## src/rtl/gauss_window_master.sv

```systemverilog
// Hardware master that slides a 3x3 window over every interior pixel, feeds it
// to the Gaussian peripheral, polls for completion and stores the filtered pixel.
module gauss_window_master #(
    parameter int IMG_W    = 8,
    parameter int IMG_H    = 8,
    parameter int ADDR_W   = 16,
    parameter int POLL_MAX = 64
) (
    input  logic              clk,
    input  logic              rst,
    input  logic              start_i,
    output logic              busy_o,
    output logic              done_o,
    output logic              error_o,
    output logic [ADDR_W-1:0] mem_addr_o,
    input  logic [7:0]        mem_rdata_i,
    output logic              res_we_o,
    output logic [ADDR_W-1:0] res_addr_o,
    output logic [7:0]        res_data_o,
    output logic              g_select_o,
    output logic              g_we_o,
    output logic [31:0]       g_entrada_o,
    input  logic [31:0]       g_salida_i
);

    localparam int CXW = $clog2(IMG_W + 1);
    localparam int CYW = $clog2(IMG_H + 1);
    localparam int PW  = $clog2(POLL_MAX + 1);

    typedef enum logic [2:0] {
        S_IDLE, S_FETCH, S_KICK, S_POLL, S_READ, S_STORE, S_DONE, S_ERR
    } state_t;

    state_t            r_state;
    state_t            w_next;
    logic [CXW-1:0]    r_cx;
    logic [CYW-1:0]    r_cy;
    logic [3:0]        r_k;
    logic [1:0]        r_dx;
    logic [1:0]        r_dy;
    logic [PW-1:0]     r_poll;
    logic              r_error;
    logic [ADDR_W-1:0] r_res_addr;
    logic [7:0]        r_res_data;

    logic              w_last_cx;
    logic              w_last_cy;
    logic              w_poll_done;
    logic              w_poll_timeout;
    logic [ADDR_W-1:0] w_fetch_addr;
    logic [ADDR_W-1:0] w_centre_addr;
    logic              w_unused;

    assign w_last_cx      = (r_cx == CXW'(IMG_W - 2));
    assign w_last_cy      = (r_cy == CYW'(IMG_H - 2));
    // The first poll cycle is skipped: the peripheral's busy bit is not yet valid.
    assign w_poll_done    = (r_poll != '0) && !g_salida_i[0];
    assign w_poll_timeout = (r_poll == PW'(POLL_MAX - 1));

    assign w_fetch_addr  = (ADDR_W'(r_cy) + ADDR_W'(r_dy) - ADDR_W'(1)) * ADDR_W'(IMG_W)
                         + ADDR_W'(r_cx) + ADDR_W'(r_dx) - ADDR_W'(1);
    assign w_centre_addr = ADDR_W'(r_cy) * ADDR_W'(IMG_W) + ADDR_W'(r_cx);

    assign w_unused   = ^g_salida_i[31:8];
    assign error_o    = r_error;
    assign res_addr_o = r_res_addr;
    assign res_data_o = r_res_data;

    always_ff @(posedge clk) begin
        if (rst) begin
            r_state    <= S_IDLE;
            r_cx       <= '0;
            r_cy       <= '0;
            r_k        <= '0;
            r_dx       <= '0;
            r_dy       <= '0;
            r_poll     <= '0;
            r_error    <= 1'b0;
            r_res_addr <= '0;
            r_res_data <= '0;
        end else begin
            r_state <= w_next;
            case (r_state)
                S_IDLE: begin
                    if (start_i) begin
                        r_error <= 1'b0;
                        r_cx    <= CXW'(1);
                        r_cy    <= CYW'(1);
                        r_k     <= '0;
                        r_dx    <= '0;
                        r_dy    <= '0;
                    end
                end
                S_FETCH: begin
                    if (r_k == 4'd9) begin
                        r_k  <= '0;
                        r_dx <= '0;
                        r_dy <= '0;
                    end else begin
                        r_k <= r_k + 4'd1;
                        if (r_dx == 2'd2) begin
                            r_dx <= '0;
                            r_dy <= r_dy + 2'd1;
                        end else begin
                            r_dx <= r_dx + 2'd1;
                        end
                    end
                end
                S_KICK: r_poll <= '0;
                S_POLL: begin
                    r_poll <= r_poll + PW'(1);
                    if (!w_poll_done && w_poll_timeout) r_error <= 1'b1;
                end
                S_READ: begin
                    r_res_data <= g_salida_i[7:0];
                    r_res_addr <= w_centre_addr;
                end
                S_STORE: begin
                    if (w_last_cx) begin
                        r_cx <= CXW'(1);
                        if (!w_last_cy) r_cy <= r_cy + CYW'(1);
                    end else begin
                        r_cx <= r_cx + CXW'(1);
                    end
                end
                default: ;
            endcase
        end
    end

    always_comb begin
        w_next      = r_state;
        busy_o      = 1'b0;
        done_o      = 1'b0;
        mem_addr_o  = '0;
        res_we_o    = 1'b0;
        g_select_o  = 1'b0;
        g_we_o      = 1'b0;
        g_entrada_o = '0;
        case (r_state)
            S_IDLE: if (start_i) w_next = S_FETCH;
            S_FETCH: begin
                busy_o = 1'b1;
                // Address for byte k goes out on cycle k; its data is written on cycle k+1.
                if (r_k != 4'd9) mem_addr_o = w_fetch_addr;
                if (r_k != 4'd0) begin
                    g_select_o  = 1'b1;
                    g_we_o      = 1'b1;
                    g_entrada_o = {24'b0, mem_rdata_i};
                end
                if (r_k == 4'd9) w_next = S_KICK;
            end
            S_KICK: begin
                busy_o      = 1'b1;
                g_we_o      = 1'b1;
                g_entrada_o = 32'h1;
                w_next      = S_POLL;
            end
            S_POLL: begin
                busy_o = 1'b1;
                if (w_poll_done)         w_next = S_READ;
                else if (w_poll_timeout) w_next = S_ERR;
            end
            S_READ: begin
                busy_o     = 1'b1;
                g_select_o = 1'b1;
                w_next     = S_STORE;
            end
            S_STORE: begin
                busy_o   = 1'b1;
                res_we_o = 1'b1;
                w_next   = (w_last_cx && w_last_cy) ? S_DONE : S_FETCH;
            end
            S_DONE: begin
                done_o = 1'b1;
                w_next = S_IDLE;
            end
            S_ERR:   w_next = S_IDLE;
            default: w_next = S_IDLE;
        endcase
    end

endmodule

```

## config.mk

```make
export PLATFORM = sky130hd
export DESIGN_NAME = gauss_window_master
export DESIGN_NICKNAME = d
export VERILOG_FILES = /design/src/rtl/gauss_window_master.sv
export SDC_FILE = /design/constraint.sdc
export NUM_CORES = 1
export LEC_CHECK = 0
export CAP_MARGIN = 10
export CORE_MARGIN = 3
export CORE_UTILIZATION = 45
export DETAILED_ROUTE_END_ITERATION = 8
export GPL_ROUTABILITY_DRIVEN = 0
export HOLD_SLACK_MARGIN = 0.03
export PLACE_DENSITY = 0.82
export REMOVE_ABC_BUFFERS = 1
export SLEW_MARGIN = 10
export SYNTH_ARGS = -nofsm -noshare
export SYNTH_HDL_FRONTEND = slang
export SYNTH_SLANG_ARGS = --single-unit
export TNS_END_PERCENT = 50
```

## constraint.sdc

```tcl
create_clock -name clk -period 12.2 [get_ports clk]
set_input_delay 3.66 -clock clk [delete_from_list [all_inputs] [get_ports clk]]
set_output_delay 3.66 -clock clk [all_outputs]
set_load 0.05 [all_outputs]
```

==> results of run 1 <==
==> worst paths after layout <==
path,end,slack [ns],cells past startpoint
worst max-delay path,g_entrada_o[0],3.46,4
worst min-delay path,res_data_o[4],0.46,2
worst max register to register,r_dy[1],9.73,4
worst min register to register,res_data_o[4],0.46,2
==> power by group through the flow <==
stage          clock (mW)  combinational, mW  sequential, mW
4_1_cts             0.132              0.135           0.146
6_report            0.130              0.135           0.147
2_1_floorplan           0             0.0983           0.149
3_5_place_dp            0              0.134           0.150
3_3_place_gp            0              0.133           0.150
5_1_grt             0.138              0.145           0.147
==> per-stage QoR <==
stage	std cells	hold WS, ns	power, mW
after floorplan	375	0.453	0.247
after global placement	517	0.442	0.282
after detailed placement	517	0.449	0.284
after CTS	525	0.460	0.413
after global routing	525	0.486	0.430
final	525	0.458	0.412
==> logic make-up (layout without fill, tap and decap cells) <==
family          count (synthesis)  after routing
fa+ha+maj                      31             31
simple gates                  133            133
flops                          43             43
xor+xnor                        8              8
other cells                     1             32
mux                             3              3
buf+inv                        86            106
compound gates                 92             92
==> worst register-to-register path, cell delays in order, from the launching register on <==
cell and delay, ns:
dfxtp_1 0.74, or3b_1 0.56, or2_1 0.43, or4_1 0.51, a21oi_1 0.15
==> routing by layer <==
layer | track usage [%] | wire, microns | vias to the layer above
met2 | 31.6 | 3310 | 86
li1 | - | - | 1397
met5 | 0 | 0 | -
met3 | 4.19 | 442 | 4
met1 | 21.4 | 2980 | 1307
met4 | 3.98 | 24 | 0
==> sequential cells by signal, summed over array words and instances (netlist names) <==
signal / count
r_cx: 4
r_cy: 4
error_o: 1
r_dx: 2
res_data_o: 8
r_k: 4
r_dy: 2
res_addr_o: 8
r_state: 3
r_poll: 7
==> final cells by class <==
cell class / count / area, sq um / share of cell area [%]
Clock inverter: 2 / 60.1 / 1.61
Sequential cell: 43 / 861 / 23.1
Multi-Input combinational cell: 299 / 1870 / 50.1
Timing Repair Buffer: 65 / 648 / 17.4
Inverter: 33 / 124 / 3.32
Tap cell: 77 / 96.3 / 2.58
Clock buffer: 6 / 72.6 / 1.95
==> layout by cell type (no fill, tap or decap), types with 5 or more instances in the layout <==
cell type and count:
ha_1 29, xnor2_1 7, nand2_1 42, conb_1 32, nand3_1 10, and2_1 9
a211oi_1 10, nor4_1 5, inv_1 33, or3_1 5, nor2_1 28, a21oi_1 40
dfxtp_1 43, o21ai_0 9, a21o_1 7, clkbuf_8 5, clkdlybuf4s50_1 64, a31oi_1 6
o21a_1 5, nor3_1 14
==> flow_metrics.tcl, run 1 <==
set metrics [dict create \
    status "finished clean" \
    grt_pass1_wl_microns 11300 \
    drv_slew 0 \
    n_antenna_cell 0 \
    htreeDepth 2 \
    rsz0062_at_grt "no" \
    worstMarginPinSlew_ns 1.06 \
    port_buffers 64 \
    utilization_pct 57.4 \
    place_area_sq_um 3600 \
    min_period_ns 8.74 \
    p_comb_share_pct 32.8 \
    insertion_delay_ns 0.30 \
    wl_per_cell_microns 12.9 \
    synth_most_common_cell "dfxtp_1" \
    seq_area_frac_synth_pct 28.0 \
    rows 29 \
    dp_hpwl_microns 5140 \
    cp_max_fo 1 \
    grt_max_degree 41 \
    crit_buf_inv 2 \
    critPathMaxStageDelay_ns 0.83 \
    muxShareOfSynthArea_pct 0.976 \
    cp_data_arrival_time_ns 5.08 \
    clkSlewWorstSetupHoldPaths_ns 0.08 \
    grt_antenna_before_repair 0 \
    power.share.clock_pct 31.6 \
    synth_edf_count 0 \
    fmax_ghz 0.114 \
    grt_pass1_vias 2574 \
    min-delay-start "res_data_o[4]" \
    irDropWorstVdd_v 0.0000540 \
    die_w_microns 88.7 \
    fin_worst_skew_ns 0.00752 \
    worstSetupEndpointType "primary output" \
    drive_above_1_share_pct 2.90 \
    period_share_pct 71.6 \
    cp-start-kind "input port" \
    synth-seq-cells 43 \
    min_path_type "register to register" \
    grt_use_total_pct 17.7 \
    drt_iter0_drc 118 \
    synth_area_leader_cell "dfxtp_1" \
    start_util_pct 47.4 \
    cts_setup_buffers 0 \
    postRouteAntennaNets 0 \
    switching_share_pct 35.0 \
    synth_ff_type "dfxtp_1" \
    cp-startpoint "mem_rdata_i[0]" \
    synth_top_area_share_pct 28.0 \
    synth_adder_area_share_pct 13.1 \
    powerDensity_nw_per_um2 110 \
    pwr-share-seq_pct 35.6 \
    netlist_instances 397 \
    cts_hold_buffers 0 \
    routed_wl_microns 6750 \
    async_flop_share_pct 0 \
    vias_per_cell 5.32 \
    die_area_sq_um 7870 \
    cts_resized 0 \
    design_area_sq_um 3730 \
    cp_top_family "buffers and inverters" \
    synth_compound_area_share_pct 18.5 \
    path_class "input port to primary output" \
    core-area_sq_um 6490 \
    max_cap_viol_count 0 \
    finalHoldViolCount 0 \
    areaGrowthSynthToFinish_pct 21.1 \
    r2r_start "r_state[0]" \
    synthTopCellsByCount "43 x dfxtp_1, 42 x nand2_1, 40 x a21oi_1" \
    yosysWarnings 0 \
    pin_count 121 \
    internal-power_uw 268 \
    first_pass_iters 4 \
    p_leak_nw 1.50 \
    maxSlewHeadroom_pct 28.9 \
    syn-cell-area_sq_um 3080 \
    fin_ws_ns 3.46 \
    dp_slack_ns 3.45 \
    fp.dieH_microns 88.7 \
    setup-violations-final 0 \
    syn_area_per_cell_sq_um 7.75 \
    nets 521 \
    tns_ns 0 \
    clockBufferDepth 2 \
    p_switching_uw 144 \
    crit_chain "clkdlybuf4s50_1 > nand2_1 > o21ai_0 > clkdlybuf4s50_1" \
    synthSimpleGateAreaFrac_pct 21.3 \
    fill_cells 574 \
    gr-total-overflow 0 \
    yosys-top-cells-area "dfxtp_1 28%, ha_1 12%, buf_4 9.0%" \
    drcViolationCount 0 \
    tritoncts "built" \
    synth_top_family_by_area "simple AND/OR/NAND/NOR gates" \
    path_common_cell "clkdlybuf4s50_1" \
    required_ns 8.54 \
    route.vias.total 2794 \
    cts_buffers 5 \
    cts-root-buf "clkbuf_8" \
    synth.distinct_cells 48 \
    slowest_stage "clkdlybuf4s50_1" \
    synth_xor_area_share_pct 2.76 \
    cts_num_sinks 43 \
]
Note: power is estimated with default switching activity, not from simulation.
==> inputs of run 2 (changes only) <==
CORE_UTILIZATION = 44   (was 45)
PLACE_DENSITY = 0.81   (was 0.82)
clock period = 8.3 ns   (was 12.2 ns; I/O delays follow)
==> run 2 against run 1 <==
Compared with the run above:
- global-route usage rose by 0.43 points
- clock skew fell by 0.0026 ns
- first-iteration DRC count grew 46%
- sequential share of layout area barely moved
- critical path depth rose by 8
- wire length grew 4.1%
- combinational power is 47% higher
- non-clock buffer count is the same
- largest cell class unchanged
- largest power group unchanged
==> flow_metrics.tcl, run 2 (synthesis results as in run 1) <==
set metrics [dict create \
    port_buffers 64 \
    routed_wl_microns 7030 \
    design_area_sq_um 3730 \
    grt_antenna_before_repair 0 \
    place_area_sq_um 3620 \
    cp_data_arrival_time_ns 4.17 \
    drt_iter0_drc 172 \
    postRouteAntennaNets 0 \
    critPathMaxStageDelay_ns 0.91 \
    maxSlewHeadroom_pct 28.7 \
    nets 521 \
    start_util_pct 46.9 \
    n_antenna_cell 0 \
    endpoint "mem_addr_o[14]" \
    drcViolationCount 0 \
    fmax_ghz 0.150 \
    rows 29 \
    dp_slack_ns 1.91 \
    grt_use_total_pct 18.1 \
    insertion_delay_ns 0.29 \
    required_ns 5.81 \
    cp-startpoint "r_cy[1]" \
    hold_ws_ns 0.458 \
    rr_endpoint "r_dy[1]" \
    htreeDepth 2 \
    slowest_stage "clkdlybuf4s50_1" \
    powerDensity_nw_per_um2 156 \
    rrSetupSlack_ns 5.86 \
    core-area_sq_um 6570 \
    period_share_pct 80.2 \
    tns_ns 0 \
    cts-root-buf "clkbuf_8" \
    grt_pass1_wl_microns 11700 \
    worstMarginPinSlew_ns 1.06 \
    min_period_ns 6.66 \
    max_cap_viol_count 0 \
    cts_buffers 5 \
    r2r_start "r_state[0]" \
    fin_worst_skew_ns 0.00493 \
    first_pass_iters 4 \
    cts_num_sinks 43 \
    grt_max_degree 41 \
    setup-violations-final 0 \
    drive_above_1_share_pct 3.13 \
    fin_ws_ns 1.64 \
    place_inst 533 \
    tritoncts "built" \
    cts_hold_buffers 0 \
    clkSlewWorstSetupHoldPaths_ns 0.08 \
    die_w_microns 89.6 \
    cts_resized 0 \
    die_area_sq_um 8040 \
    clockBufferDepth 2 \
    pin_count 121 \
    crit_chain "inv_1 > ha_1 > inv_1 > ha_1 > fa_1 > xnor2_1 > inv_1 > ha_1 > a21o_1 > a31o_2 > a31oi_1 > clkdlybuf4s50_1" \
    status "finished clean" \
    final_common_cell "clkdlybuf4s50_1" \
    instances_no_fill 541 \
    gr-total-overflow 0 \
    wl_per_cell_microns 13.0 \
    cp_max_fo 7 \
    irDropWorstVdd_v 0.0000777 \
    p_leak_nw 1.50 \
    cts_setup_buffers 0 \
    min_path_type "register to register" \
    cp-start-kind "register" \
    finalHoldViolCount 0 \
    drv_slew 0 \
    route.vias.total 2764 \
    vias_per_cell 5.11 \
    final_cell_mix "64 x clkdlybuf4s50_1, 43 x dfxtp_1, 42 x nand2_1" \
    grt_pass1_vias 2569 \
    fp.dieH_microns 89.6 \
    reg2regPathDepth 4 \
    worstSetupEndpointType "primary output" \
    dp_hpwl_microns 5310 \
    path_class "register to primary output" \
    rsz0062_at_grt "no" \
    areaGrowthSynthToFinish_pct 21.3 \
]
## run 2: cell count changes in the layout (fill, tap and decap cells not counted)
cell,previous run,this run
clkinv_2,0,1
bufinv_16,2,1
clkbuf_1,1,0
clkbuf_8,5,6
## run 2: layout make-up
| class | count | area (sq um) |
|---|---|---|
| Tap cell | 93 | 116 |
| Sequential cell | 43 | 861 |
| Fill cell | 593 | 2830 |
| Inverter | 33 | 124 |
| Clock buffer | 6 | 82.6 |
| Clock inverter | 2 | 35.0 |
| Timing Repair Buffer | 65 | 648 |
| Multi-Input combinational cell | 299 | 1870 |
## run 2: metal layers
metal / track usage (%) / share of wire (%) / routed length (microns) / vias to the layer above
li1: - / - / - / 1391
met4: 4.19 / 0.87 / 61 / 0
met5: 0 / 0 / 0 / -
met3: 4.01 / 6.4 / 448 / 8
met2: 32.2 / 49 / 3450 / 90
met1: 22.2 / 44 / 3070 / 1275
## run 2: worst min path at each step
stage / start / end / depth (start not counted)
2_1_floorplan: r_dy[1] / r_dy[1] / 2
3_3_place_gp: res_data_o[2] / res_data_o[2] / 2
3_5_place_dp: res_data_o[4] / res_data_o[4] / 2
4_1_cts: res_data_o[4] / res_data_o[4] / 2
5_1_grt: res_data_o[3] / res_data_o[3] / 2
6_report: res_data_o[7] / res_data_o[7] / 2
## run 2: metrics by stage
stage / total power [mW] / util (%)
CTS: 0.588 / 56.8
detailed placement: 0.419 / 55.1
global route: 0.613 / 56.8
floorplan: 0.363 / -
global placement: 0.415 / 55.1
finish: 0.583 / 56.8
## run 2: critical path, delay by kind of cell (launching register included)
kind	cells	cell delay, ns
xor+xnor	1	0.23
flops	1	0.46
fa+ha+maj	4	1.27
compound gates	3	0.82
buf+inv	4	1.10
## run 2: where the power goes
part | switching [mW] | internal (mW) | leakage [nW]
registers | 0.00630 | 0.209 | 0.348
clock network | 0.0717 | 0.0974 | 0.0612
logic | 0.135 | 0.0639 | 1.09
==> inputs of run 3 (changes only) <==
clock period = 6.81 ns   (was 8.3 ns; I/O delays follow)
==> run 3 against run 2 <==
Compared with the run above:
- sequential power up 22%
- global-route usage down 0.12 points
- critical endpoint is now mem_addr_o[10]
- critical path type unchanged
- final cell count unchanged
- die area unchanged
==> flow_metrics.tcl, run 3 (synthesis results as in run 1) <==
set metrics [dict create \
    final_common_cell "clkdlybuf4s50_1" \
    cp-startpoint "r_cy[1]" \
    grt_max_degree 41 \
    instances_no_fill 541 \
    path_depth 12 \
    status "finished clean" \
    pin_count 121 \
    worstMarginPinSlew_ns 1.04 \
    grt_pass1_vias 2607 \
    cp_max_fo 7 \
    multi_input_area_sq_um 1870 \
    cp-start-kind "register" \
    final_cell_mix "64 x clkdlybuf4s50_1, 43 x dfxtp_1, 42 x nand2_1" \
    rrSetupSlack_ns 4.38 \
    cts_hold_buffers 0 \
    postRouteAntennaNets 0 \
    fp.dieH_microns 89.6 \
    crit_chain "inv_1 > ha_1 > inv_1 > ha_1 > fa_1 > xnor2_1 > ha_1 > a2111oi_0 > o21a_1 > nor3_1 > a211oi_1 > clkdlybuf4s50_1" \
    drive_above_1_share_pct 3.13 \
    fmax_ghz 0.162 \
    min-delay-start "res_addr_o[7]" \
    period_share_pct 90.4 \
    utilization_pct 57.1 \
    first_pass_iters 4 \
    required_ns 4.77 \
    insertion_delay_ns 0.30 \
    slowest_stage "clkdlybuf4s50_1" \
    grt_use_met3_pct 4.93 \
    cts-root-buf "clkbuf_8" \
    die_w_microns 89.6 \
    grt.met1_usage_pct 21.2 \
    reg2regPathDepth 4 \
    gr-total-overflow 0 \
    place_inst 533 \
    grt_use_total_pct 18.0 \
    grt_antenna_before_repair 0 \
    r2r_start "r_state[0]" \
    cp_top_family "adder cells" \
    cp_data_arrival_time_ns 4.11 \
    rsz0062_at_grt "no" \
    cts_buffers 5 \
    path_common_cell "ha_1" \
    n_antenna_cell 0 \
    max_cap_viol_count 0 \
    fin_worst_skew_ns 0.00317 \
    rr_endpoint "r_dy[1]" \
    min_path_type "register to register" \
    critPathMaxStageDelay_ns 0.84 \
    globalRouteMet2Util_pct 32.6 \
    tritoncts "built" \
    irDropWorstVdd_v 0.0000898 \
    setup-violations-final 0 \
    path_class "register to primary output" \
    clockBufferDepth 2 \
    grt.busiest_layer "met2" \
    min_period_ns 6.16 \
    clkSlewWorstSetupHoldPaths_ns 0.08 \
    grt_pass1_wl_microns 11600 \
    crit_buf_inv 3 \
    maxSlewHeadroom_pct 30.1 \
    dp_hpwl_microns 5230 \
    drcViolationCount 0 \
    powerDensity_nw_per_um2 198 \
    start_util_pct 46.9 \
    core-area_sq_um 6570 \
    endpoint "mem_addr_o[10]" \
    p_leak_nw 1.50 \
    fill_cells 597 \
    die_area_sq_um 8040 \
    wl_per_cell_microns 12.7 \
    nets 521 \
    regArea_sq_um 861 \
    areaGrowthSynthToFinish_pct 21.9 \
    htreeDepth 2 \
    drt_iter0_drc 109 \
    finalHoldViolCount 0 \
    route.vias.total 2754 \
    cts_num_sinks 43 \
    port_buffers 64 \
    cts_setup_buffers 0 \
    worstSetupEndpointType "primary output" \
    rows 29 \
    routed_wl_microns 6860 \
    drv_slew 0 \
    vias_per_cell 5.09 \
    cts_resized 0 \
]
==> run 3: cell count changes in the layout (fill, tap and decap cells not counted) <==
cell,previous run,this run
bufinv_16,1,2
clkbuf_8,6,5
clkinvlp_4,0,1
clkinv_2,1,0
==> run 3: tightest hold or removal path: cells and delay by family, from the launching register on <==
| family | cells | cell delay, ns |
|---|---|---|
| compound gates | 1 | 0.05 |
| flops | 1 | 0.32 |
| simple gates | 1 | 0.05 |
==> run 3: metal layers <==
metal | wire [microns] | vias up
met3 | 435 | 7
met5 | 0 | -
met1 | 2900 | 1275
met2 | 3490 | 81
li1 | - | 1391
met4 | 43 | 0
==> run 3: area by class of cell <==
type	instances	share of cell area (%)
Multi-Input combinational cell	299	49.7
Clock buffer	5	1.83
Inverter	33	3.30
Tap cell	93	3.10
Timing Repair Buffer	65	17.3
Clock inverter	3	1.80
Sequential cell	43	22.9
==> run 3: where the power goes <==
part	switching, mW	total, mW	internal, mW
clock network	0.0911	0.237	0.146
logic	0.164	0.242	0.0780
registers	0.00738	0.262	0.255
==> run 3: metrics by stage <==
step	hold slack (ns)	setup slack [ns]	area [sq um]	setup TNS [ns]	total power [mW]
floorplan	0.453	-1.28	2850	-6.39	0.442
global placement	0.442	1.05	3620	0	0.506
detailed placement	0.449	0.995	3620	0	0.509
CTS	0.460	0.655	3750	0	0.747
global route	0.479	0.339	3750	0	0.778
finish	0.455	0.655	3750	0	0.741
==> run 3: how the worst min path moves through the flow <==
stage	endpoint	slack [ns]	cells past startpoint
6_report	res_addr_o[7]	0.46	2
3_3_place_gp	res_data_o[2]	0.44	2
4_1_cts	res_addr_o[7]	0.46	2
2_1_floorplan	r_dy[1]	0.45	2
5_1_grt	res_data_o[4]	0.48	2
3_5_place_dp	res_data_o[2]	0.45	2
